`config.mk`:
```
export PLATFORM = sky130hd
export DESIGN_NAME = util_axis_puf_sequencer
export DESIGN_NICKNAME = d
export VERILOG_FILES = /design/src/rtl/util_axis_puf_pkg.sv /design/src/rtl/util_axis_puf_timeout.sv /design/src/rtl/util_axis_puf_sequencer.sv
export SDC_FILE = /design/constraint.sdc
export NUM_CORES = 1
export LEC_CHECK = 0
export CORE_UTILIZATION = 30
export DETAILED_ROUTE_END_ITERATION = 10
export GPL_ROUTABILITY_DRIVEN = 0
export SETUP_SLACK_MARGIN = 0.5
export SLEW_MARGIN = 20
export SYNTH_ARGS = -nofsm -noshare
export SYNTH_HDL_FRONTEND = slang
export SYNTH_SLANG_ARGS = --single-unit
```
`constraint.sdc`:
```
create_clock -name aclk -period 1.97 [get_ports aclk]
set_input_delay 0.394 -clock aclk [delete_from_list [all_inputs] [get_ports aclk]]
set_output_delay 0.394 -clock aclk [all_outputs]
set_load 0.02 [all_outputs]
```
`src/rtl/util_axis_puf_pkg.sv`:
```
// ============================================================================
// Module   : util_axis_puf_pkg
// Brief    : Command codes and sequencer state encoding shared by the PUF
//            string decoder and util_axis_puf_sequencer.
// Revision : 1.0 - initial release
// ============================================================================
`default_nettype none

package util_axis_puf_pkg;

    localparam logic [3:0] CMD_SELA  = 4'h1;
    localparam logic [3:0] CMD_SELB  = 4'h2;
    localparam logic [3:0] CMD_START = 4'h3;

    typedef enum logic [1:0] {
        ST_IDLE  = 2'd0,
        ST_START = 2'd1,
        ST_WAIT  = 2'd2,
        ST_SEND  = 2'd3
    } puf_state_e;

endpackage : util_axis_puf_pkg

`default_nettype wire

```
`src/rtl/util_axis_puf_timeout.sv`:
```
// ============================================================================
// Module   : util_axis_puf_timeout
// Brief    : WAIT-state watchdog; expired_o flags the last allowed WAIT cycle.
// Revision : 1.0 - initial release
// ============================================================================
`default_nettype none

module util_axis_puf_timeout #(
    parameter int TIMEOUT_CYCLES = 1024
) (
    input  logic clk_i,
    input  logic rst_ni,
    input  logic clear_i,
    input  logic en_i,
    output logic expired_o
);

    localparam int         CNT_W    = $clog2(TIMEOUT_CYCLES + 1);
    localparam logic [CNT_W-1:0] CNT_LAST = CNT_W'(TIMEOUT_CYCLES - 1);

    logic [CNT_W-1:0] count_q;
    logic [CNT_W-1:0] count_d;

    always_comb begin
        count_d = count_q;
        if (clear_i) begin
            count_d = '0;
        end else if (en_i && (count_q != CNT_LAST)) begin
            count_d = count_q + 1'b1;
        end
    end

    always_ff @(posedge clk_i or negedge rst_ni) begin
        if (!rst_ni) begin
            count_q <= '0;
        end else begin
            count_q <= count_d;
        end
    end

    // Count holds the number of WAIT cycles already elapsed, so the match is the final one.
    assign expired_o = en_i && (count_q == CNT_LAST);

endmodule : util_axis_puf_timeout

`default_nettype wire

```
`src/rtl/util_axis_puf_sequencer.sv`:
```
// ============================================================================
// Module   : util_axis_puf_sequencer
// Brief    : Sequences SELA/SELB/START commands into a PUF challenge and
//            returns the response (or an error) on an AXI-Stream master.
//            Optional WAIT timeout enabled by macro PUF_SEQ_TIMEOUT_EN.
// Revision : 1.0 - initial release
// ============================================================================
`default_nettype none

module util_axis_puf_sequencer
    import util_axis_puf_pkg::*;
#(
    parameter int RESP_WIDTH     = 8,
    parameter int TIMEOUT_CYCLES = 1024
) (
    input  logic                  aclk,
    input  logic                  arstn,
    input  logic [7:0]            s_axis_tdata,
    input  logic [3:0]            s_axis_tuser,
    input  logic                  s_axis_tvalid,
    output logic                  s_axis_tready,
    output logic [7:0]            puf_sel_a,
    output logic [7:0]            puf_sel_b,
    output logic                  puf_start,
    input  logic                  puf_done,
    input  logic [RESP_WIDTH-1:0] puf_resp,
    output logic [RESP_WIDTH-1:0] m_axis_tdata,
    output logic                  m_axis_tuser,
    output logic                  m_axis_tvalid,
    input  logic                  m_axis_tready
);

    if ((RESP_WIDTH < 1) || (RESP_WIDTH > 32)) begin : g_resp_width_check
        $error("RESP_WIDTH must be in 1..32");
    end
    if (TIMEOUT_CYCLES < 2) begin : g_timeout_check
        $error("TIMEOUT_CYCLES must be at least 2");
    end

    puf_state_e            state_q, state_d;
    logic [7:0]            sel_a_q, sel_a_d;
    logic [7:0]            sel_b_q, sel_b_d;
    logic                  loaded_a_q, loaded_a_d;
    logic                  loaded_b_q, loaded_b_d;
    logic [RESP_WIDTH-1:0] tdata_q, tdata_d;
    logic                  tuser_q, tuser_d;
    logic                  tvalid_q;
    logic                  tready_q;
    logic                  start_q;

    logic                  w_accept;
    logic                  w_timeout;

    assign w_accept = s_axis_tvalid && tready_q;

`ifdef PUF_SEQ_TIMEOUT_EN
    util_axis_puf_timeout #(
        .TIMEOUT_CYCLES (TIMEOUT_CYCLES)
    ) u_timeout (
        .clk_i     (aclk),
        .rst_ni    (arstn),
        .clear_i   (state_q == ST_START),
        .en_i      (state_q == ST_WAIT),
        .expired_o (w_timeout)
    );
`else
    assign w_timeout = 1'b0;
`endif

    always_comb begin
        state_d    = state_q;
        sel_a_d    = sel_a_q;
        sel_b_d    = sel_b_q;
        loaded_a_d = loaded_a_q;
        loaded_b_d = loaded_b_q;
        tdata_d    = tdata_q;
        tuser_d    = tuser_q;

        case (state_q)
            ST_IDLE: begin
                if (w_accept) begin
                    case (s_axis_tuser)
                        CMD_SELA: begin
                            sel_a_d    = s_axis_tdata;
                            loaded_a_d = 1'b1;
                        end
                        CMD_SELB: begin
                            sel_b_d    = s_axis_tdata;
                            loaded_b_d = 1'b1;
                        end
                        CMD_START: begin
                            if (loaded_a_q && loaded_b_q) begin
                                state_d = ST_START;
                            end else begin
                                state_d = ST_SEND;
                                tdata_d = '0;
                                tuser_d = 1'b1;
                            end
                        end
                        default: ;
                    endcase
                end
            end
            ST_START: state_d = ST_WAIT;
            ST_WAIT: begin
                // A done strobe on the timeout cycle still delivers the real response.
                if (puf_done) begin
                    state_d = ST_SEND;
                    tdata_d = puf_resp;
                    tuser_d = 1'b0;
                end else if (w_timeout) begin
                    state_d = ST_SEND;
                    tdata_d = '0;
                    tuser_d = 1'b1;
                end
            end
            ST_SEND: begin
                if (m_axis_tready) begin
                    state_d = ST_IDLE;
                end
            end
            default: state_d = ST_IDLE;
        endcase
    end

    // Handshake flags are registered so that they all read zero while arstn is low.
    always_ff @(posedge aclk or negedge arstn) begin
        if (!arstn) begin
            state_q    <= ST_IDLE;
            sel_a_q    <= '0;
            sel_b_q    <= '0;
            loaded_a_q <= 1'b0;
            loaded_b_q <= 1'b0;
            tdata_q    <= '0;
            tuser_q    <= 1'b0;
            tvalid_q   <= 1'b0;
            tready_q   <= 1'b0;
            start_q    <= 1'b0;
        end else begin
            state_q    <= state_d;
            sel_a_q    <= sel_a_d;
            sel_b_q    <= sel_b_d;
            loaded_a_q <= loaded_a_d;
            loaded_b_q <= loaded_b_d;
            tdata_q    <= tdata_d;
            tuser_q    <= tuser_d;
            tvalid_q   <= (state_d == ST_SEND);
            tready_q   <= (state_d == ST_IDLE);
            start_q    <= (state_d == ST_START);
        end
    end

    assign s_axis_tready = tready_q;
    assign puf_sel_a     = sel_a_q;
    assign puf_sel_b     = sel_b_q;
    assign puf_start     = start_q;
    assign m_axis_tdata  = tdata_q;
    assign m_axis_tuser  = tuser_q;
    assign m_axis_tvalid = tvalid_q;

endmodule : util_axis_puf_sequencer

`default_nettype wire
```
==> Word-level counts from Yosys, hierarchy flattened <==
Cells that the tools add are included.
{ "op_classes": {"n_eq_ne": 12, "mux": 16, "reduce_logical": 8} }
{ "ops": {"columns": ["operator", "count"], "rows": [
  ["$mux 8", 4],
  ["$pmux 8 s2", 1],
  ["$mux 2", 5],
  ["$eq 4x2->1 const B", 2],
  ["$pmux 2 s4", 1],
  ["$eq 2x2->1 const B", 3],
  ["$ne 2x2->1 const B", 3],
  ["$reduce_and 3->1", 2],
  ["$reduce_and 5->1", 1],
  ["$eq 2x1->1 const B", 2],
  ["$eq 4x1->1 const B", 1],
  ["$logic_not 2->1", 2],
  ["$mux 1", 4],
  ["$logic_and 1x1->1", 2],
  ["$ne 2x1->1 const B", 1],
  ["$pmux 1 s2", 1],
  ["$reduce_bool 2->1", 1]
]} }
{ "totals": {"reg_bits": 32, "output_inout_bits": 28} }

==> Longest topological paths before layout <==
Gate-level depths: netlist of run 1.
{ "logic_depth": {"depth_word": 6, "depth_mapped": 4} }

==> Worst setup path before layout of run 1 <==
OpenSTA, ideal clock, no wires.
{ "synth_timing": {"path_kind": "input to register", "from": "input s_axis_tuser[2]", "to": "register sel_a_q[0], in the netlist puf_sel_a[0]", "setup_ps": 125, "t_arrival_ps": 1217, "t_required_ps": 1845, "path_slack_ps": 628, "path_stages": 3, "path_cell_list": "and4bb_4 nand4b_4 mux2_2"} }
{ "synth_between": {"elab_chain_cells": 2} }
{ "synth_lines": {"columns": ["item", "line_no", "source"], "rows": [
  ["start, declared", "util_axis_puf_sequencer.sv:19", "input logic [3:0] s_axis_tuser,"],
  ["$eq 4x1->1", "util_axis_puf_sequencer.sv:82", "case (s_axis_tuser)"],
  ["$reduce_and 3->1 (no source line)", null, null],
  ["end signal, assigned", "util_axis_puf_sequencer.sv:141", "sel_a_q <= sel_a_d;"],
  ["end, declared", "util_axis_puf_sequencer.sv:41", "logic [7:0] sel_a_q, sel_a_d;"]
]} }
Every way passes these cells.
A chain may end at the register's enable or synchronous reset.

==> Worst setup path in the final report of run 1 <==
{ "layout_timing": {"from": "input s_axis_tuser[1]", "to": "register sel_a_q[0], in the netlist puf_sel_a[0]"} }
Same word-level chain as after synthesis.

==> results of run 1 <==
-- power breakdown --
group	leakage, nW	switching (mW)	internal, mW
Combinational	0.590	0.433	0.321
Clock	0.0410	0.217	0.239
Sequential	0.420	0.117	0.840
-- final cells by class --
cell class                      count  area (sq um)
Fill cell                         383          2121
Sequential cell                    32         800.8
Multi-Input combinational cell     57         508.0
Timing Repair Buffer               53         488.0
Clock buffer                        6         72.57
Tap cell                           50         62.56
Clock inverter                      1         5.005
-- timing repair --
action,CTS,global route
pin swaps,1,0
resized for setup,35,1
cloned,1,0
endpoints found under the setup margin,52,1
-- Yosys cell counts --
| master | n |
|---|---|
| nand3b_1 | 1 |
| nand2b_1 | 1 |
| nor2b_1 | 3 |
| and4bb_2 | 1 |
| o21ai_0 | 3 |
| nand4b_4 | 2 |
| nor2_2 | 1 |
| nand4_1 | 1 |
| and2_1 | 1 |
| nor2_1 | 1 |
| and3_1 | 1 |
| mux2_2 | 16 |
| and4bb_4 | 1 |
| o2bb2ai_1 | 8 |
| nand3_1 | 1 |
| or2b_1 | 1 |
| a22oi_1 | 1 |
| nand2_1 | 11 |
| buf_2 | 1 |
| a21o_1 | 1 |
| dfrtp_1 | 32 |
-- state kept, by name, summed over array words and instances (netlist names) --
| signal | cells |
|---|---|
| loaded_b_q | 1 |
| s_axis_tready | 1 |
| m_axis_tuser | 1 |
| m_axis_tvalid | 1 |
| m_axis_tdata | 8 |
| state_q | 2 |
| loaded_a_q | 1 |
| puf_sel_a | 8 |
| puf_sel_b | 8 |
| puf_start | 1 |
-- kinds of logic (layout without fill, tap and decap cells) --
group,Yosys count,in the layout,share of synthesized area
buffers and inverters,1,60,0.003914
flip-flops,32,32,0.6268
AND/OR/NAND/NOR,27,28,0.1499
multiplexers,16,16,0.1410
AO/OA/AOI/OAI,13,13,0.07836
-- layer usage --
layer	up-vias	wire length, um
met1	450	1322
met4	0	32
met5	-	0
met3	6	218
li1	444	-
met2	40	1351
-- worst paths after layout --
path	startpoint	to	slack, ns	depth (start not counted)
worst max-delay path	s_axis_tuser[1]	puf_sel_a[0]	0.54	3
worst min-delay path	loaded_b_q	loaded_b_q	0.46	1
worst max register to register	state_q[0]	puf_sel_b[0]	0.58	3
worst min register to register	loaded_b_q	loaded_b_q	0.46	1
max in group asynchronous	arstn	state_q[1]	1.16	2
min in group asynchronous	arstn	puf_sel_b[3]	0.51	2
==> summary.md, run 1 <==
| Metric | Value |
|---|---|
| Status | `finished clean` |
| Pwr Total | `2.167 mW` |
| CTS sink cnt | `32` |
| Wire length per cell | `14.70 um` |
| IO Port Bufs | `52` |
| M3 GR Usage | `0.06250` |
| Worst-margin pin slew | `0.5214 ns` |
| Clock Path Buffers | `2` |
| N_diodes | `0` |
| Setup_tns | `0 ns` |
| Top cells by area, synth | `dfrtp_1 63%, mux2_2 14%, o2bb2ai_1 5.5%` |
| Core footprint | `4058 sq um` |
| PwrDens | `1119 nW/um^2` |
| Detailed router's first-iteration violation count | `25` |
| Chip height | `67.26 um` |
| Family with the most delay on the worst path | `buffers and inverters` |
| CTS hold repair buffers | `0` |
| # rows | `23` |
| Placed insts | `191` |
| Post-synthesis sequential area ratio | `0.6268` |
| Final nets | `174` |
| Worst Hold Class | `flop to flop` |
| Final design utilization | `0.4773` |
| Via/cell ratio | `4.724` |
| Average size of a mapped cell | `14.35 sq um` |
| Non-filler instance count after layout | `199` |
| Crit share post-route | `0.7282` |
| Arrival time at the worst endpoint | `1.60 ns` |
| Post-DRT Antenna Nets | `0` |
| Final Hold Viols | `0` |
| Post-Place Worst Slack | `0.1159 ns` |
| #FFs+latches synth | `32` |
| Worst path max stage delay | `0.61 ns` |
| Final Worst Setup Slack | `0.5354 ns` |
| Die Wd | `67.26 um` |
| CP Max Fanout | `5` |
| Root buffer cell | `clkbuf_8` |
| Slew margin rel. | `0.6511` |
| DP Area | `1863 sq um` |
| CTS clk-pin slew, worst paths | `0.06 ns` |
| Final setup viols | `0` |
| Post-Syn Instances | `89` |
| H-tree depth | `2` |
| Syn nets | `114` |
| DRC | `0` |
| I/O pins | `53` |
| First-pass GRT wire length | `4664 um` |
| Leading area contributor after synthesis | `dfrtp_1` |
| Initial antenna violation count | `0` |
| Worst vdd ir | `0.4315 mV` |
| Total Routing Usage GR | `0.1447` |
| Synthesis Warnings | `0` |
| Post-synth top area share | `0.6268` |
| Initial Utilization | `0.3148` |
| Setup crit start kind | `primary input` |
| Unrepaired setup endpoints after global routing | `false` |
| Final worst path period need | `1.435 ns` |
| Total die area | `4523 sq um` |
| Met1 Use GR | `0.1796` |
| TritonCTS buffer count | `5` |
| Worst setup path class | `primary input to flop` |
| Mapped Area | `1277 sq um` |
| GRT overflow | `0` |
| Clk Latency, worst-skew pair | `0.28 ns` |
| Slew Viols, Final | `0` |
| DR vias | `940` |
| Hpwl dp | `1972 um` |
| Max frequency | `0.6970 GHz` |
| CTS tree | `built` |
| Distinct cells, synth | `21` |
| # Post-CTS Setup Buffers | `0` |
| Most frequent cells in the layout | `32 x dlygate4sd2_1, 32 x dfrtp_1, 20 x clkdlybuf4s50_1` |
| Vias in the first global route | `950` |
| Largest net degree at the start of global routing | `33` |
| Leak | `1.051 nW` |
| Max stage delay cell, worst path | `clkdlybuf4s50_1` |
| Grt peak-use layer | `met2` |
| Cells along the critical path | `clkdlybuf4s50_1, nand4b_4, mux2_2` |
| Worst endpoint required time | `2.13 ns` |
| Hold slack final | `0.4556 ns` |
| CP bufs+invs | `1` |
| Area delta synth->final | `51.62%` |
| Total Wirelength | `2925 um` |
| Max cap viols | `0` |
| Crit. End Element | `flop` |
| Final Skew | `0.008718 ns` |
| TritonRoute pass-1 iters | `4` |
| Final instance area | `1937 sq um` |
| Met2 Usage GRT | `0.2288` |
| Layout cell share with drive strength beyond 1 | `0.1946` |
Power figures use the tool's default switching activity.
==> run 2, diff against run 1 <==
==> constraint.sdc (replaced) <==
create_clock -name aclk -period 1.4 [get_ports aclk]
set_input_delay 0.28 -clock aclk [delete_from_list [all_inputs] [get_ports aclk]]
set_output_delay 0.28 -clock aclk [all_outputs]
set_load 0.02 [all_outputs]
==> run 2 against run 1 <==
Compared with the run above: first-iteration DRC count shrank 16%; sequential share of layout area decreased by 4.7 points; global-route usage rose by 0.21 points; highest routed layer is now met3; utilization rose by 6.3 points; hold slack worse by 0.084 ns; largest cell class unchanged; clock power rose by 55%; clock skew down 0.0067 ns; via count up 8.2%; total power is 66% higher; flip-flop and latch count stayed put; wire length increased by 9.9%; largest power group is now combinational logic.
==> summary.md, run 2 (synthesis gave the netlist of run 1 again) <==
| Metric | Value |
|---|---|
| Worst endpoint required time | `1.56 ns (-0.57 ns)` |
| Max stage delay cell, worst path | `dfrtp_2` |
| Fillers | `336 (-12%)` |
| # rows | `23 (unchanged)` |
| Max cap viols | `0 (unchanged)` |
| CTS clk-pin slew, worst paths | `0.06 ns (about the same)` |
| Clk Latency, worst-skew pair | `0.27 ns (about the same)` |
| Worst path max stage delay | `0.36 ns (-0.25 ns)` |
| Initial antenna violation count | `0 (unchanged)` |
| DRC | `0 (unchanged)` |
| Final Skew | `0.002033 ns (-0.006685 ns)` |
| Post-DRT Antenna Nets | `0 (unchanged)` |
| Most common cell after layout, fill and taps aside | `dfrtp_1` |
| Part of the power in combinational logic | `0.424 (+0.076)` |
| Status | `finished clean` |
| Worst-margin pin slew | `0.3263 ns (-0.1951 ns)` |
| Register share of total power | `0.380 (-0.061)` |
| Vias in the first global route | `1034 (+8.8%)` |
| Leak | `1.091 nW (+3.8%)` |
| Total die area | `4523 sq um (unchanged)` |
| Wire length per cell | `15.03 um (+2.2%)` |
| Worst Hold Class | `primary input to async pin` |
| Final setup viols | `0 (unchanged)` |
| I/O pins | `53 (unchanged)` |
| Max frequency | `0.7520 GHz` |
| Core footprint | `4058 sq um (unchanged)` |
| Die Wd | `67.26 um (unchanged)` |
| Slew margin rel. | `0.7802 (+0.1290)` |
| Cells along the critical path | `and4bb_4, buf_12, nand4b_4, mux2_2` |
| Arrival time at the worst endpoint | `1.49 ns (-0.11 ns)` |
| Internal | `2.410 mW (+72%)` |
| Area delta synth->final | `71.50%` |
| Unrepaired setup endpoints after global routing | `true` |
| H-tree depth | `2 (unchanged)` |
| Most frequent cells in the layout | `31 x dfrtp_1, 28 x buf_6, 19 x clkdlybuf4s50_1` |
| DP Area | `1907 sq um (+2.4%)` |
| CTS sink cnt | `32 (unchanged)` |
| IO Port Bufs | `52 (unchanged)` |
| Worst setup path class | `flop to flop` |
| Detailed router's first-iteration violation count | `21 (-16%)` |
| Total Routing Usage GR | `0.1469 (+0.002150)` |
| R2R Setup Slk | `0.07 ns (-0.51 ns)` |
| PwrDens | `1645 nW/um^2 (+47%)` |
| N_diodes | `0 (unchanged)` |
| DR vias | `1017 (+8.2%)` |
| Slew Viols, Final | `0 (unchanged)` |
| First-pass GRT wire length | `4823 um (+3.4%)` |
| Worst vdd ir | `0.7650 mV (+77%)` |
| Hpwl dp | `1995 um (+1.2%)` |
| Initial Utilization | `0.3148 (unchanged)` |
| Clock Path Buffers | `2 (unchanged)` |
| Final Hold Viols | `0 (unchanged)` |
| Chip height | `67.26 um (unchanged)` |
| TritonRoute pass-1 iters | `4 (unchanged)` |
| CP Max Fanout | `5 (unchanged)` |
| Sw Ratio | `0.3312 (-0.02262)` |
| Total Wirelength | `3216 um (+9.9%)` |
| Via/cell ratio | `4.752 (+0.61%)` |
| Layout cell share with drive strength beyond 1 | `0.4451 (+0.2505)` |
| NetSw | `1.194 mW (+56%)` |
| Clock Power Share | `0.196 (-0.015)` |
| Final Worst Setup Slack | `0.07024 ns (-0.4651 ns)` |
| Post-Place Worst Slack | `-0.3463 ns (-0.4622 ns)` |
| Final worst path period need | `1.330 ns` |
| Crit. End Element | `flop` |
| Final instance area | `2191 sq um (+13%)` |
| Root buffer cell | `clkbuf_8` |
| TritonCTS buffer count | `5 (unchanged)` |
| Final nets | `188 (+8.0%)` |
| Setup crit start kind | `flop` |
| CTS tree | `built` |
| GRT overflow | `0 (unchanged)` |
| Crit share post-route | `0.9498` |
| Largest net degree at the start of global routing | `33 (unchanged)` |
-- run 2: changes by cell type in the layout (fill, tap and decap cells not counted), moves of 2 or more --
cell	before	now
buf_6	0	28
dlygate4sd2_1	32	5
buf_4	1	10
buf_12	0	3
o21ai_0	3	1
-- run 2: worst paths after layout --
kind	from	to	cells after the start
worst max-delay path	s_axis_tready	puf_sel_a[2]	4
worst min-delay path	arstn	puf_start	2
worst max register to register	s_axis_tready	puf_sel_a[2]	4
worst min register to register	loaded_a_q	loaded_a_q	1
max in group asynchronous	arstn	s_axis_tready	2
min in group aclk	loaded_a_q	loaded_a_q	1
-- run 2: layout make-up --
cell class                      count  area, sq um  area share
Tap cell                           50        62.56     0.02856
Sequential cell                    32        802.0      0.3661
Timing Repair Buffer               65        684.4      0.3124
Clock buffer                        8        90.09     0.04112
Multi-Input combinational cell     59        551.8      0.2519
-- run 2: power groups by stage --
stage          Sequential (mW)  Combinational [mW]  Clock, mW
2_1_floorplan             1.60               0.332          0
3_3_place_gp              1.32                1.27          0
3_5_place_dp              1.33                1.29          0
4_1_cts                   1.37                1.45      0.728
5_1_grt                   1.39                1.66      0.769
6_report                  1.37                1.53      0.707
-- run 2: through the flow --
step | utilization | cells | hold slack (ns) | power [mW] | setup TNS, ns
after floorplan | - | 89 | -0.01559 | 1.937 | 0
after global placement | 0.4699 | 195 | 0.4426 | 2.591 | -8.061
after detailed placement | 0.4699 | 195 | 0.4481 | 2.626 | -8.623
after CTS | 0.5282 | 209 | 0.3749 | 3.552 | 0
after global routing | 0.5399 | 214 | 0.3921 | 3.818 | 0
final | 0.5399 | 214 | 0.3719 | 3.604 | 0
-- run 2: routing by layer --
layer	track usage	part of all wire	routed length, um
met5	0	0	0
met1	0.1857	0.44	1422
met4	0.03989	0	0
met3	0.04730	0.072	232
met2	0.2400	0.49	1561
-- run 2: worst max-delay path, delay by kind of cell (launching register included) --
family	cells	cell delay (ns)
multiplexers	1	0.30
flip-flops	1	0.36
buffers and inverters	1	0.13
AND/OR/NAND/NOR	2	0.42
-- run 2: timing repair --
action                                  CTS  global route
cloned                                    2             1
endpoints found under the setup margin   60            60
pin swaps                                 5             2
setup buffers                             4             4
gates resized for setup                 171            10
hold buffers                              0             0
==> run 3, diff against run 2 <==
--- a/config.mk
+++ b/config.mk
@@ -8,6 +8,7 @@
 export CORE_UTILIZATION = 30
 export DETAILED_ROUTE_END_ITERATION = 10
 export GPL_ROUTABILITY_DRIVEN = 0
+export PLACE_DENSITY_LB_ADDON = 0.3
 export SETUP_SLACK_MARGIN = 0.5
 export SLEW_MARGIN = 20
 export SYNTH_ARGS = -nofsm -noshare
==> run 3 against run 2 <==
Compared with the run above: sequential power hardly changed; highest routed layer is now met4; combinational power is 3% higher; utilization is 0.062 points higher; flip-flop and latch count stayed put; largest power group unchanged; critical path depth is 1 lower; sequential share of layout area hardly changed.
==> summary.md, run 3 (synthesis gave the netlist of run 1 again) <==
| Metric | Value |
|---|---|
| Status | `finished clean` |
| TritonRoute pass-1 iters | `3 (-1)` |
| Slew margin rel. | `0.7733 (-0.006905)` |
| CP Max Fanout | `6 (+1)` |
| H-tree depth | `2 (unchanged)` |
| Worst Reg-to-Reg Cells | `3 (-1)` |
| Total die area | `4523 sq um (unchanged)` |
| RR Endpoint | `puf_sel_a[2]` |
| Worst vdd ir | `0.7853 mV (+2.7%)` |
| Most frequent cells in the layout | `31 x dfrtp_1, 29 x buf_6, 19 x clkdlybuf4s50_1` |
| Max stage delay cell, worst path | `dfrtp_2` |
| Crit share post-route | `0.9457 (-0.004145)` |
| Worst setup path class | `flop to flop` |
| Clock Power Share | `0.192 (-0.004)` |
| Max cap viols | `0 (unchanged)` |
| PwrDens | `1657 nW/um^2 (+0.71%)` |
| Post-DRT Antenna Nets | `0 (unchanged)` |
| Register share of total power | `0.377 (-0.003)` |
| Final Skew | `0.003995 ns (+0.001963 ns)` |
| Die Wd | `67.26 um (unchanged)` |
| Final worst path period need | `1.324 ns (-0.005803 ns)` |
| Core footprint | `4058 sq um (unchanged)` |
| Worst-margin pin slew | `0.3401 ns (+0.01381 ns)` |
| Cells along the critical path | `and4bb_4, nand4b_4, mux2_4` |
| Wire length per cell | `14.21 um (-5.4%)` |
| Critical R2R Launch | `s_axis_tready` |
| CTS tree | `built` |
| Final instance area | `2193 sq um (+0.11%)` |
| Part of the power in combinational logic | `0.431 (+0.007)` |
| Unrepaired setup endpoints after global routing | `true` |
| IO Port Bufs | `52 (unchanged)` |
| Sw Ratio | `0.3241 (-0.007053)` |
| DRC | `0 (unchanged)` |
| CP bufs+invs | `0 (-1)` |
| DP Area | `1907 sq um (unchanged)` |
| CP Launch Point | `s_axis_tready` |
| Final design utilization | `0.5405 (+0.0006170)` |
| R2R Setup Slk | `0.08 ns (about the same)` |
| Total Routing Usage GR | `0.1522 (+0.005331)` |
| Leak | `1.101 nW (+0.90%)` |
| Detailed router's first-iteration violation count | `40 (+90%)` |
| Max frequency | `0.7553 GHz (+0.44%)` |
| First-pass GRT wire length | `5043 um (+4.6%)` |
| Total Wirelength | `3084 um (-4.1%)` |
| Final setup viols | `0 (unchanged)` |
| Root buffer cell | `clkbuf_8` |
| Internal | `2.456 mW (+1.9%)` |
| Worst path max stage delay | `0.35 ns (about the same)` |
| Setup_tns | `0 ns (unchanged)` |
| NetSw | `1.178 mW (-1.3%)` |
| Most common cell after layout, fill and taps aside | `dfrtp_1` |
| Arrival time at the worst endpoint | `1.48 ns (about the same)` |
| Slew Viols, Final | `0 (unchanged)` |
| Hpwl dp | `1986 um (-0.45%)` |
| TritonCTS buffer count | `5 (unchanged)` |
| Final Hold Viols | `0 (unchanged)` |
| Largest net degree at the start of global routing | `33 (unchanged)` |
| Via/cell ratio | `4.705 (-0.99%)` |
| N_diodes | `0 (unchanged)` |
| DR vias | `1021 (+0.39%)` |
| Worst endpoint required time | `1.55 ns (about the same)` |
| Clock Path Buffers | `2 (unchanged)` |
| GRT overflow | `0 (unchanged)` |
| Family with the most delay on the worst path | `simple AND/OR/NAND/NOR gates` |
| Worst Hold Class | `primary input to async pin` |
| Area delta synth->final | `71.69%` |
| Setup crit start kind | `flop` |
| Clk Latency, worst-skew pair | `0.27 ns (about the same)` |
| Initial Utilization | `0.3148 (unchanged)` |
| CTS clk-pin slew, worst paths | `0.06 ns (about the same)` |
| Vias in the first global route | `1118 (+8.1%)` |
| CTS sink cnt | `32 (unchanged)` |
| I/O pins | `53 (unchanged)` |
| Initial antenna violation count | `0 (unchanged)` |
| CTS hold repair buffers | `0 (unchanged)` |
| Crit. End Element | `flop` |
| Final nets | `191 (+1.6%)` |
| Layout cell share with drive strength beyond 1 | `0.4611 (+0.01596)` |
| Chip height | `67.26 um (unchanged)` |
| # rows | `23 (unchanged)` |
[run 3: cell types whose count changed in the layout (fill, tap and decap cells not counted), sizes merged]
cell | previous run | this run
and4bb | 3 | 2
buf | 41 | 45
[run 3: per-stage QoR]
| stage | setup WS, ns | std cells | hold slack, ns | power, mW |
|---|---|---|---|---|
| 3_3_place_gp | -0.3151 | 195 | 0.4426 | 2.586 |
| 2_1_floorplan | 0.1101 | 89 | -0.01559 | 1.937 |
| 4_1_cts | 0.05835 | 213 | 0.3716 | 3.593 |
| 3_5_place_dp | -0.3326 | 195 | 0.4424 | 2.626 |
| 5_1_grt | 0.02967 | 217 | 0.3771 | 3.850 |
| 6_report | 0.07604 | 217 | 0.3698 | 3.634 |
[run 3: worst max-delay path by stage]
stage | end | slack [ns] | depth (start not counted)
floorplan | m_axis_tuser | 0.11 | 4
global placement | puf_sel_b[1] | -0.32 | 4
detailed placement | puf_sel_a[2] | -0.33 | 4
CTS | puf_sel_a[2] | 0.06 | 3
global route | puf_sel_a[4] | 0.03 | 3
finish | puf_sel_a[2] | 0.08 | 3
[run 3: per-layer routing]
| layer | wire length, um | global-route usage | part of all wire | up-vias |
|---|---|---|---|---|
| met5 | 0 | 0 | 0 | - |
| met4 | 60 | 0.08777 | 0.019 | 0 |
| met3 | 212 | 0.05068 | 0.069 | 6 |
| met2 | 1532 | 0.2575 | 0.50 | 40 |
| met1 | 1279 | 0.1652 | 0.41 | 495 |
| li1 | - | - | - | 480 |
[run 3: final cells by class]
class                      instances  area (sq um)
sequential                        32         802.0
fill                             337          1864
clock buffer                       8         90.09
multi-input combinational         58         533.0
timing repair buffer              69         705.7
tap                               50         62.56
[run 3: what timing repair did]
action                     4_1_cts  5_1_grt
gates resized for setup        174        7
cloned                           2        0
setup endpoints to repair       60       60
pin swaps                        4        3
setup buffers                    8        4
[run 3: power groups by stage]
stage	Sequential [mW]	Clock [mW]	Combinational, mW
after floorplan	1.60	0	0.332
after global placement	1.32	0	1.27
after detailed placement	1.33	0	1.30
after CTS	1.36	0.725	1.50
after global routing	1.39	0.780	1.68
final	1.37	0.698	1.57
